<file path="src/rtl/wb_clk_div_ctrl.sv">
// Wishbone-programmable clock divider: NUM_CH independent glitch-free divided clocks.
// Ratio changes and stops only take effect at half-period boundaries.
module wb_clk_div_ctrl #(
  parameter int               NUM_CH  = 4,
  parameter int               DIV_W   = 16,
  parameter logic [DIV_W-1:0] DIV_RST = '0
) (
  input  logic              WB_CLK,
  input  logic              WB_RST_N,
  input  logic [4:0]        WBs_ADR,
  input  logic              WBs_CYC,
  input  logic              WBs_STB,
  input  logic              WBs_WE,
  input  logic [3:0]        WBs_BYTE_STB,
  input  logic [31:0]       WBs_WR_DAT,
  output logic [31:0]       WBs_RD_DAT,
  output logic              WBs_ACK,
  output logic [NUM_CH-1:0] Clk_Div_Out,
  output logic [NUM_CH-1:0] Clk_Div_Tick
);

  typedef enum logic [1:0] {ST_IDLE, ST_RUN, ST_STOP} ch_state_t;

  logic                          ack_q, ack_d;
  logic [31:0]                   rd_dat_q, rd_dat_d;
  logic [NUM_CH-1:0]             ctrl_q, ctrl_d;
  logic [NUM_CH-1:0]             pend_q, pend_d;
  logic [NUM_CH-1:0]             out_q, out_d;
  logic [NUM_CH-1:0]             tick_q, tick_d;
  logic [NUM_CH-1:0][DIV_W-1:0]  div_q, div_d;
  logic [NUM_CH-1:0][DIV_W-1:0]  cnt_q, cnt_d;
  ch_state_t                     state_q [NUM_CH];
  ch_state_t                     state_d [NUM_CH];

  logic              bus_req, bus_wr, bus_rd;
  logic [NUM_CH-1:0] run, div_wr, reload;
  logic              unused_bus;

  // Upper write-data bits and lanes beyond the register widths are intentionally ignored.
  assign unused_bus = ^{WBs_WR_DAT, WBs_BYTE_STB};

  always_comb begin
    for (int i = 0; i < NUM_CH; i++) run[i] = (state_q[i] != ST_IDLE);

    bus_req  = WBs_CYC & WBs_STB & ~ack_q;
    bus_wr   = bus_req & WBs_WE;
    bus_rd   = bus_req & ~WBs_WE;
    ack_d    = bus_req;
    rd_dat_d = '0;
    ctrl_d   = ctrl_q;
    div_d    = div_q;
    div_wr   = '0;

    if (bus_wr && WBs_ADR == 5'd0 && WBs_BYTE_STB[0]) ctrl_d = WBs_WR_DAT[NUM_CH-1:0];

    for (int i = 0; i < NUM_CH; i++) begin
      if (bus_wr && WBs_ADR == 5'(i + 2)) begin
        div_wr[i] = 1'b1;
        for (int b = 0; b < DIV_W; b++) begin
          if (WBs_BYTE_STB[b/8]) div_d[i][b] = WBs_WR_DAT[b];
        end
      end
    end

    if (bus_rd) begin
      if (WBs_ADR == 5'd0) begin
        rd_dat_d[NUM_CH-1:0] = ctrl_q;
      end else if (WBs_ADR == 5'd1) begin
        rd_dat_d[NUM_CH-1:0]    = run;
        rd_dat_d[16 +: NUM_CH]  = pend_q;
      end
      for (int i = 0; i < NUM_CH; i++) begin
        if (WBs_ADR == 5'(i + 2)) rd_dat_d[DIV_W-1:0] = div_q[i];
      end
    end
  end

  // Per-channel counter/FSM. Reload always samples the pre-write shadow value, so a
  // bus write landing on a reload cycle leaves PEND set for the next boundary.
  always_comb begin
    for (int i = 0; i < NUM_CH; i++) begin
      cnt_d[i]   = cnt_q[i];
      out_d[i]   = out_q[i];
      tick_d[i]  = 1'b0;
      state_d[i] = state_q[i];
      reload[i]  = 1'b0;

      case (state_q[i])
        ST_IDLE: begin
          out_d[i] = 1'b0;
          cnt_d[i] = '0;
          if (ctrl_q[i]) begin
            cnt_d[i]   = div_q[i];
            reload[i]  = 1'b1;
            state_d[i] = ST_RUN;
          end
        end
        ST_RUN, ST_STOP: begin
          if (state_q[i] == ST_RUN || ctrl_q[i]) begin
            if (cnt_q[i] == '0) begin
              out_d[i]  = ~out_q[i];
              tick_d[i] = ~out_q[i];
              cnt_d[i]  = div_q[i];
              reload[i] = 1'b1;
            end else begin
              cnt_d[i] = cnt_q[i] - DIV_W'(1);
            end
            state_d[i] = ctrl_q[i] ? ST_RUN : ST_STOP;
          end else if (!out_q[i]) begin
            cnt_d[i]   = '0;
            state_d[i] = ST_IDLE;
          end else if (cnt_q[i] == '0) begin
            out_d[i]   = 1'b0;
            state_d[i] = ST_IDLE;
          end else begin
            cnt_d[i] = cnt_q[i] - DIV_W'(1);
          end
        end
        default: begin
          out_d[i]   = 1'b0;
          cnt_d[i]   = '0;
          state_d[i] = ST_IDLE;
        end
      endcase

      pend_d[i] = (pend_q[i] & ~reload[i]) | div_wr[i];
    end
  end

  always_ff @(posedge WB_CLK or negedge WB_RST_N) begin
    if (!WB_RST_N) begin
      ack_q    <= 1'b0;
      rd_dat_q <= '0;
      ctrl_q   <= '0;
      pend_q   <= '0;
      out_q    <= '0;
      tick_q   <= '0;
      cnt_q    <= '0;
      for (int i = 0; i < NUM_CH; i++) begin
        div_q[i]   <= DIV_RST;
        state_q[i] <= ST_IDLE;
      end
    end else begin
      ack_q    <= ack_d;
      rd_dat_q <= rd_dat_d;
      ctrl_q   <= ctrl_d;
      pend_q   <= pend_d;
      out_q    <= out_d;
      tick_q   <= tick_d;
      cnt_q    <= cnt_d;
      div_q    <= div_d;
      for (int i = 0; i < NUM_CH; i++) state_q[i] <= state_d[i];
    end
  end

  assign WBs_ACK      = ack_q;
  assign WBs_RD_DAT   = rd_dat_q;
  assign Clk_Div_Out  = out_q;
  assign Clk_Div_Tick = tick_q;

endmodule
</file>
<file path="config.mk">
export PLATFORM = sky130hd
export DESIGN_NAME = wb_clk_div_ctrl
export DESIGN_NICKNAME = d
export VERILOG_FILES = /design/src/rtl/wb_clk_div_ctrl.sv
export SDC_FILE = /design/constraint.sdc
export NUM_CORES = 1
export LEC_CHECK = 0
export BUFFER_PORTS_ARGS = -buffer_cell sky130_fd_sc_hd__buf_2
export CAP_MARGIN = 20
export CORE_MARGIN = 10
export CORE_UTILIZATION = 45
export DETAILED_ROUTE_END_ITERATION = 12
export PLACE_DENSITY = 0.68
export SLEW_MARGIN = 25
export SYNTH_ARGS = -nofsm -noshare
export SYNTH_HDL_FRONTEND = slang
export SYNTH_SLANG_ARGS = --single-unit
</file>
<file path="constraint.sdc">
create_clock -name WB_CLK -period 4.8 [get_ports WB_CLK]
set_clock_uncertainty 0.05 [all_clocks]
set_input_delay 0.96 -clock WB_CLK [delete_from_list [all_inputs] [get_ports WB_CLK]]
set_output_delay 0.96 -clock WB_CLK [all_outputs]
set_load 0.005 [all_outputs]
</file>
# == Yosys cells after proc, flatten, opt, wreduce, memory -nomap -nowiden ==
# Index checks and enable logic that the tools add are counted.
# totals
register_bits,173
inputBits,46
output_inout_bits,41
elab_cells,228
# op_classes
add_sub_neg,4
n_eq_ne,29
n_mux,109
bitwise,22
n_reduce_logical,39
# ops
cell,n
16-bit 2-to-1 mux,24
16-bit case mux with 2 select lines,4
16-bit zero test,4
"16-bit by 1-bit subtractor with 16-bit output, second input constant",4
1-bit 2-to-1 mux,48
2-bit 2-to-1 mux,20
"4-bit != test, second input constant",8
2-bit AND reduction,12
20-bit 2-to-1 mux,1
4-bit 2-to-1 mux,4
2-bit case mux with 2 select lines,4
"3-bit != test, second input constant",4
"5-bit by 2-bit equality test with 1-bit output, second input constant",2
"5-bit by 3-bit equality test with 1-bit output, second input constant",2
1-bit NOT,10
1-bit bitwise AND,8
"2-bit by 1-bit equality test with 1-bit output, second input constant",4
"2-bit equality test, second input constant",4
2-bit zero test,4
"2-bit != test, second input constant",4
1-bit case mux with 2 select lines,4
2-bit nonzero test,4
2-bit OR reduction,4
1-bit logical AND,6
4 further kinds,10

# == Depth between registers and ports, before layout ==
# Gate-level depths: netlist (run 1).
# depth
ltp_word,8
mapped_depth,10

# == Least setup slack after synthesis (run 1) ==
# OpenSTA, ideal clock, no wires.
# synth_path
path_type,input -> register
startpoint,input WBs_ADR[1]
endpoint,register div_q[32] (netlist bit)
setup_ns,0.125
arrival_ns,2.387
required_time_ns,4.625
path_slack_ns,2.238
path_stages,5
n_path_buf,2
cell_sequence,clkbuf_1 > nor4b_2 > and3_1 > clkbuf_1 > mux2_2
# synth_between
elab_chain_len,3
# synth_rtl
element,line_no,source
"start, declared",10,"input logic [4:0] WBs_ADR,"
5-bit by 3-bit equality test with 1-bit output,57,if (bus_wr && WBs_ADR == 5'(i + 2)) begin
1-bit logical AND,57,
2-bit AND reduction (no line),n/a,
"end signal, assigned",151,div_q <= div_d;
"end, declared",30,"logic [NUM_CH-1:0][DIV_W-1:0] div_q, div_d;"
# No other way between the ends.
# A chain may end at the register's enable or synchronous reset.

# == Worst setup path after layout (run 1) ==
# layout_path
startpoint,input WBs_ADR[3]
endpoint,register div_q[28] (netlist bit)
# layout_between
elab_chain_len,3
# layout_rtl
element,line_no
5-bit by 2-bit equality test with 1-bit output,57
1-bit logical AND,57
2-bit AND reduction (no line),n/a
# No other way between the ends.

==> metrics list, run 1 <==
* Layout Nets: 998
* Area of the die: 26,200 µm²
* Highest-count cells in the layout ignoring fill and taps: 173 x dfrtp_1, 101 x nor2_1, 79 x nand2_1, 79 x mux2_2
- Counting I/O delays and the setup requirement, the final critical path takes 2.96 ns.
- Layout-stage area growth over the synthesis result: 12.4%
- TritonCTS built the clock tree.
- Final estimated routing congestion in global placement: 0.906
- Site Rows: 51
- The slowest stage of the critical path belongs to the cell and3_1.
- During I/O placement, the number of pins put on the boundary was 87.
* Placeable core region: 19,700 µm²
- Number of remaining DRC errors: 0
- Static leakage: 4.97 nW
- Sequential fraction of the synthesis area: 0.477
- The initial antenna violation count came to 0.
- Clock-pin slew reported for the worst setup and hold paths after clock tree synthesis: 0.06 ns
- Cell chain of the critical path: buf_2 > nor3_1 > and3_1 > and3_1 > nand2_1 > mux2_2
- Max Clk Rate: 0.338 GHz
- The die is 162 µm tall.
- By instance count, the cell type seen most on the critical path is and3_1.
- The worst setup path is captured at a flop.
* Number of enable flip-flop cells after synthesis: 0
- Counting along the longest clock path gives a buffer depth of 2.
- Fin util: 0.518
- Total negative slack: 0 ns
* Horizontal extent of the die: 162 µm
- Average wire per cell in the routed design: 19.1 µm
- Port Buffer Count: 56
- STA puts the critical path data required time at 5.06 ns.
- Starting utilization of the core area: 0.461
- In this design, the stage delay of the slowest critical-path cell is 0.67 ns.
- The first global-routing pass estimated 37.5 mm of wire.
- Power spread over the standard cell area amounts to 581 nW/µm².
- For this run, the leading register cell type out of synthesis is dfrtp_1.
- CTS HTree Levels: 4
* Synthesized instance count: 887
* Total wirelength of the detailed-routed design: 23.2 mm
* Vias per cell: 5.78
- Of the cells placed in the final design, the portion with a size suffix greater than 1 is 0.211.
- Mean instance size in the synthesized netlist: 10.2 µm²
* Post-CTS Setup Bufs: 0
* Outcome: finished clean
- Clock latency on the worst-skew pair, taken at its later pin, is 0.44 ns.
- TritonCTS created 17 clock buffers.
- Yosys printed 0 warnings.
- Iteration-0 DRC count of the detailed router: 554
- The netlist uses 65 different library cells.
* Max-cap violation count: 0
* Largest net degree at the start of global routing: 112
* Total routing resource utilization after global routing: 0.178
- Power, Total: 5.92 mW
* Number of iterations in the first detailed-routing pass: 5
- Setup violations remaining at the end of the flow were counted as 0.
* Endpoints failing hold: 0
- Worst slew pin tran: 0.984 ns
- Worst relative slew slack: 0.342
* HPWL after DPL: 16.8 mm
- Diode count: 0
* Post-synth design cell area: 9070 µm²
* Endpoint arrival time on the critical path: 3.23 ns
* Via count of the first global-routing pass: 6,770
- Once detail routing completed, the nets flagged for antenna violations numbered 0.
* Origin of the worst min-delay path: pend_q[1]
- Dividing the final minimum period by the clock period gives 0.617.
* Kind of start point of the critical path: input pin
- In this run the worst hold path is classified as flop to flop.
- The max-slew violation count was 0.
- Of all nets on the critical path, the largest fanout is 16.
* Count of cells resized by post-cts repair: 0
- Unrepaired setup endpoints after global routing: no
- Total overflow reported by the global router: 0
- The critical path starts at WBs_ADR[3].
- FF+latch count, synth: 173
- Kind of critical path: input pin to flop
* Post-synth ARST share: 1.00
- Number of hold buffers added after cts: 0
- In this run the critical register-to-register path is launched from cnt_q[48].
- DR vias: 7,014
* Commonest non-fill, non-tap cell in the layout: dfrtp_1
- In this run the clock root is driven by a clkbuf_16.
- In this design, the largest share of critical-path delay is due to simple AND/OR/NAND/NOR gates.
* Buffers & Inverters on Critical Path: 1
* Worst IR Drop VDD: 0.300 mV
* Clock Sinks: 173
worst paths after layout:
kind,endpoint,slack [ns],cells past startpoint
worst max-delay path,div_q[28],1.84,6
worst min-delay path,pend_q[1],0.44,1
worst max register to register,pend_q[3],1.87,7
worst min register to register,pend_q[1],0.44,1
max in group asynchronous,WBs_RD_DAT[18],3.28,2
min in group asynchronous,Clk_Div_Out[3],0.56,1
layout make-up:
cell class                 instances  area [µm²]
fill                            1809        9460
multi-input combinational        657        4470
sequential                       173        4330
clock buffer                      22         474
timing repair buffer              64         362
tap                              265         332
clock inverter                     9         134
inverter                          23        86.3
cells in the mapped netlist, types with 6 or more instances:
library cell  number  share of area
nand2b_1           7         0.0048
nor2b_1            6         0.0041
clkbuf_1          22         0.0091
nand2_1           79          0.033
or3_1             12         0.0083
mux2_2            79          0.098
buf_2             10         0.0055
and3_1             9         0.0062
buf_4             13          0.011
ha_1              16          0.022
o21ai_0           38          0.021
mux2i_1            7         0.0077
a22oi_1           55          0.046
xnor2_1           27          0.026
nor4_1            11         0.0076
nor2_1           101          0.042
a21oi_1           33          0.018
or4_1              6         0.0050
inv_1             23         0.0095
dfrtp_1          173           0.48
and2_1             7         0.0048
nand4_1           12         0.0083
xor2_1            23          0.022
nor3_1            29          0.016
nand3_1           10         0.0055
through the flow:
stage | worst slack, ns | hold slack, ns | instances | cell area (µm²)
CTS | 1.90 | 0.443 | 1213 | 10200
finish | 1.84 | 0.437 | 1213 | 10200
global route | 1.57 | 0.468 | 1213 | 10200
detailed placement | 1.46 | 0.427 | 1182 | 9580
global placement | 1.44 | 0.418 | 1182 | 9580
floorplan | 2.24 | 0.391 | 898 | 9110
report_power, final:
group          total [mW]  switching [mW]  internal [mW]
logic                2.63            1.50           1.13
clock network        1.44           0.578          0.860
registers            1.85           0.217           1.64
total                5.92            2.30           3.62
routing by layer:
metal,share of wire,track usage,up-vias
met5,0,0,-
met4,0.016,0.0517,0
met3,0.068,0.0468,21
met2,0.45,0.268,217
met1,0.46,0.246,3506
li1,-,-,3270
registers in the layout (all words and copies together), names as in the netlist:
name          cells
div_q            64
ctrl_q            4
Clk_Div_Out       4
WBs_ACK           1
WBs_RD_DAT       20
Clk_Div_Tick      4
state_q           8
cnt_q            64
pend_q            4
cells by family (layout without fill, tap and decap cells):
family | Yosys count | in the layout | share of synthesized area
flip-flops | 173 | 173 | 0.477
multiplexers | 87 | 87 | 0.108
AO/OA/AOI/OAI | 170 | 170 | 0.122
XOR/XNOR | 50 | 50 | 0.0483
adder cells (fa/ha/maj) | 16 | 16 | 0.0221
buffers and inverters | 68 | 118 | 0.0349
other | 1 | 12 | 0.000414
AND/OR/NAND/NOR | 322 | 322 | 0.186
Power figures use the tool's default switching activity.
==> run 2, diff against run 1 <==
--- a/config.mk
+++ b/config.mk
@@ -5,12 +5,13 @@
 export SDC_FILE = /design/constraint.sdc
 export NUM_CORES = 1
 export LEC_CHECK = 0
+export ABC_AREA = 1
 export BUFFER_PORTS_ARGS = -buffer_cell sky130_fd_sc_hd__buf_2
 export CAP_MARGIN = 20
 export CORE_MARGIN = 10
 export CORE_UTILIZATION = 45
 export DETAILED_ROUTE_END_ITERATION = 12
-export PLACE_DENSITY = 0.68
+export PLACE_DENSITY = 0.7
 export SLEW_MARGIN = 25
 export SYNTH_ARGS = -nofsm -noshare
 export SYNTH_HDL_FRONTEND = slang
==> constraint.sdc (replaced) <==
create_clock -name WB_CLK -period 2.4 [get_ports WB_CLK]
set_clock_uncertainty 0.05 [all_clocks]
set_input_delay 0.48 -clock WB_CLK [delete_from_list [all_inputs] [get_ports WB_CLK]]
set_output_delay 0.48 -clock WB_CLK [all_outputs]
set_load 0.005 [all_outputs]
==> metrics list, run 2 <==
- Post-synth design cell area: 10,800 µm² (was 9070 µm²)
- The number of clock sinks is 173 (unchanged).
- Largest cells by area after synthesis: dfrtp_1 40%, nand2_1 18%, inv_1 5.5% (was dfrtp_1 48%, mux2_2 9.8%, a22oi_1 4.6%)
- Maximum buffer depth of the clock tree: 2 (unchanged)
- The post-route worst setup slack was 0.253 ns (was 1.84 ns).
- Syn. warnings: 0 (unchanged)
- Worst setup path endpoint: state_q[3] (was div_q[28])
* Site Rows: 56 (was 51)
* Total wirelength of the detailed-routed design: 31.9 mm (was 23.2 mm)
- Yosys top cell by area: dfrtp_1 (unchanged)
* Endpoints failing hold: 0 (unchanged)
- Root buffer cell: clkbuf_16 (unchanged)
* HPWL after DPL: 23.6 mm (was 16.8 mm)
- Outcome: finished clean (unchanged).
- Worst IR Drop VDD: 0.768 mV (was 0.300 mV)
- Highest-count cells in the layout ignoring fill and taps: 529 x nand2_1, 173 x dfrtp_1, 157 x inv_1, 133 x nor2_1, 105 x nand3_1 (was 173 x dfrtp_1, 101 x nor2_1, 79 x nand2_1, 79 x mux2_2).
- The initial core utilization came to 0.458 (was 0.461).
- Number of different library cells in the post-synthesis netlist: 42 (was 65)
- Power density normalized to cell area: 1340 nW/µm² (was 581 nW/µm²)
- The number of cells on the worst reg-to-reg path came to 10 (was 7).
- The final-layout setup total negative slack is 0 ns (unchanged).
* Clock insertion delay at the later pin of the skew report: 0.44 ns (about the same)
* Internal power: 8.45 mW (was 3.62 mW)
- The DRC marker count from the first detailed-route iteration was 878 (was 554).
- Fin util: 0.518 (about the same)
- Hold crit path type: input pin to flop (was flop to flop)
- Placeable core region: 23,500 µm² (was 19,700 µm²)
- Largest fanout of any net on the critical path: 7 (was 16)
- The final hold slack is 0.226 ns (was 0.437 ns).
- Post-route clock period utilization: 0.894
- The async set-or-reset flop fraction in the synthesized netlist came to 1.00 (unchanged).
- Horizontal extent of the die: 175 µm (was 162 µm)
* Clock-pin slew reported for the worst setup and hold paths after clock tree synthesis: 0.07 ns (was 0.06 ns)
- Number of iterations in the first detailed-routing pass: 6 (was 5)
- Mean instance size in the synthesized netlist: 7.03 µm² (was 10.2 µm²)
- Endpoint arrival time on the critical path: 2.43 ns (was 3.23 ns)
- The number of setup buffers added after CTS came to 0 (unchanged).
- Unrepaired setup endpoints after global routing: no (unchanged)
- The global-route wire length before repair is 51.4 mm (was 37.5 mm).
* Count of cells resized by post-cts repair: 0 (unchanged)
* TritonCTS buffer count: 17 (unchanged)
- Floorplan die height: 175 µm (was 162 µm)
- The I/O pin count is 87 (unchanged).
* Largest net degree at the start of global routing: 45 (was 112)
* Commonest non-fill, non-tap cell in the layout: nand2_1 (was dfrtp_1)
- Net switching component of the power: 7.89 mW (was 2.30 mW)
* Static leakage: 6.30 nW (was 4.97 nW)
- The count of flip-flops with a built-in enable after synthesis was 0 (unchanged).
- Net switching share of the total power: 0.483 (was 0.388)
* Area of the die: 30,500 µm² (was 26,200 µm²)
* DR vias: 10.3k (was 7,014)
- After layout, the minimum clock period comes to 2.15 ns.
- Number of remaining DRC errors: 0 (unchanged)
- Average wire per cell in the routed design: 16.5 µm (was 19.1 µm)
- Data required time at the worst endpoint: 2.68 ns (was 5.06 ns)
* Clock network fraction of design power: 0.196 (was 0.243)
- Layout Nets: 1,665 (was 998)
- Proportion of power drawn by combinational gates: 0.580 (was 0.444)
- The main flop type after synthesis was dfrtp_1 (unchanged).
* Total overflow reported by the global router: 0 (unchanged)
- Final setup violation count: 0 (unchanged)
- The proportion of netlist area held by the largest area contributor is 0.402 (was 0.477).
- The flop and latch count out of synthesis is 173 (unchanged).
- CTS HTree Levels: 4 (unchanged)
* Leading post-synthesis cells by instance count: 529 x nand2_1, 173 x dfrtp_1, 157 x inv_1 (was 173 x dfrtp_1, 101 x nor2_1, 79 x mux2_2, 79 x nand2_1, 55 x a22oi_1)
* Total routing resource utilization after global routing: 0.207 (was 0.178)
* Initial antenna violation count: 0 (unchanged)
- Worst R2R End: state_q[3] (was pend_q[3])
* Max-cap violation count: 0 (unchanged)
- The count of buffers inserted at the top-level ports came to 56 (unchanged).
- Diode count: 0 (unchanged)
* Final estimated routing congestion in global placement: 0.948 (was 0.906)
* Max Slew Vio Count: 0 (unchanged)
- Sequential fraction of the synthesis area: 0.402 (was 0.477)
* Worst relative slew slack: 0.618 (was 0.342)
* Cell with the most instances after synthesis: nand2_1 (was dfrtp_1)
* Layout-stage area growth over the synthesis result: 13.2% (was 12.4%)
- The kind of critical path was flop to flop (was input pin to flop).
- TritonCTS clock tree: yes (unchanged)
- Via count of the first global-routing pass: 9,580 (was 6,770)
- The sequential share of power came to 0.224 (was 0.313).
- Vias per cell: 5.34 (was 5.78)
* Crit. End Element: flop (unchanged)
* Max Clk Rate: 0.466 GHz
* Pre-CTS setup slack: 0.299 ns (was 1.46 ns)
* Kind of start point of the critical path: flop (was input pin)
* Fraction of final layout cells sized beyond drive strength 1: 0.126 (was 0.211)
* Worst slew pin tran: 0.573 ns (was 0.984 ns)
- The origin of the critical flop-to-flop path was cnt_q[32] (was cnt_q[48]).
- Antenna Violating Nets Remaining: 0 (unchanged)
* Synthesized instance count: 1,532 (was 887)
- The worst setup path startpoint was cnt_q[32] (was WBs_ADR[3]).
- R2R setup slack: 0.25 ns (was 1.87 ns)
[run 2: cell types whose count changed in the layout (fill, tap and decap cells not counted), sizes merged, moves of 15 or more]
cell,delta
xnor2,-15
nor2,+52
mux2,-79
nor3,-25
nand3,+101
nor4,-18
inv,+144
o21ai,+85
nand2,+462
a22oi,-55
a21oi,+47
buf,+29
[run 2: power by group through the flow]
stage / Clock [mW] / Sequential (mW) / Combinational, mW
6_report: 3.20 / 3.66 / 9.48
5_1_grt: 3.34 / 3.70 / 10.7
4_1_cts: 3.22 / 3.65 / 9.37
3_5_place_dp: 0 / 3.69 / 9.30
3_3_place_gp: 0 / 3.68 / 9.11
2_1_floorplan: 0 / 3.59 / 7.05
[run 2: kinds of logic after synthesis]
| logic type | Yosys count | synth area share |
|---|---|---|
| flip-flops | 173 | 0.402 |
| AO/OA/AOI/OAI | 243 | 0.129 |
| buffers and inverters | 223 | 0.0891 |
| AND/OR/NAND/NOR | 851 | 0.341 |
| other | 1 | 0.000348 |
| XOR/XNOR | 25 | 0.0203 |
| adder cells (fa/ha/maj) | 16 | 0.0186 |
[run 2: final cells by class]
type                            count  area, µm²
Inverter                          171        649
Multi-Input combinational cell   1147       5530
Timing Repair Buffer               93        617
Clock buffer                       21        470
Fill cell                        2278      11300
Tap cell                          319        399
Clock inverter                     11        204
Sequential cell                   173       4330
[run 2: per-stage QoR]
| stage | power (mW) | std cells | cell area (µm²) |
|---|---|---|---|
| 2_1_floorplan | 10.6 | 1543 | 10800 |
| 3_3_place_gp | 12.8 | 1902 | 11500 |
| 3_5_place_dp | 13.0 | 1902 | 11500 |
| 4_1_cts | 16.2 | 1935 | 12200 |
| 5_1_grt | 17.8 | 1935 | 12200 |
| 6_report | 16.3 | 1935 | 12200 |
[run 2: timing repair]
item                                   CTS  global route
setup endpoints to repair                0             0
hold buffers                             1             0
endpoints found under the hold margin   39             0
[run 2: how the worst min path moves through the flow]
stage	endpoint	start	cells past startpoint	slack [ns]
detailed placement	cnt_q[4]	WB_RST_N	1	0.39
global placement	cnt_q[2]	WB_RST_N	1	0.39
CTS	WBs_ACK	WBs_STB	3	0.22
finish	WBs_ACK	WBs_CYC	3	0.23
floorplan	Clk_Div_Out[0]	WB_RST_N	0	0.13
global route	WBs_ACK	WBs_CYC	3	0.24
[run 2: worst max-delay path: stages (launching register included)]
cell and delay, ns:
dfrtp_1 0.42, inv_1 0.09, ha_1 0.23, nand2_1 0.15, nor2_2 0.21, nand2_1 0.25
buf_4 0.25, nand3_1 0.10, o21ai_0 0.13, nand2_1 0.09, nand2_1 0.06
[run 2: routing by layer]
metal	GRT usage	routed length (µm)	vias to the layer above
met4	0.0781	851	0
met2	0.318	14400	383
met3	0.0343	2470	56
met5	0	0	-
met1	0.287	14100	4853
li1	-	-	5038
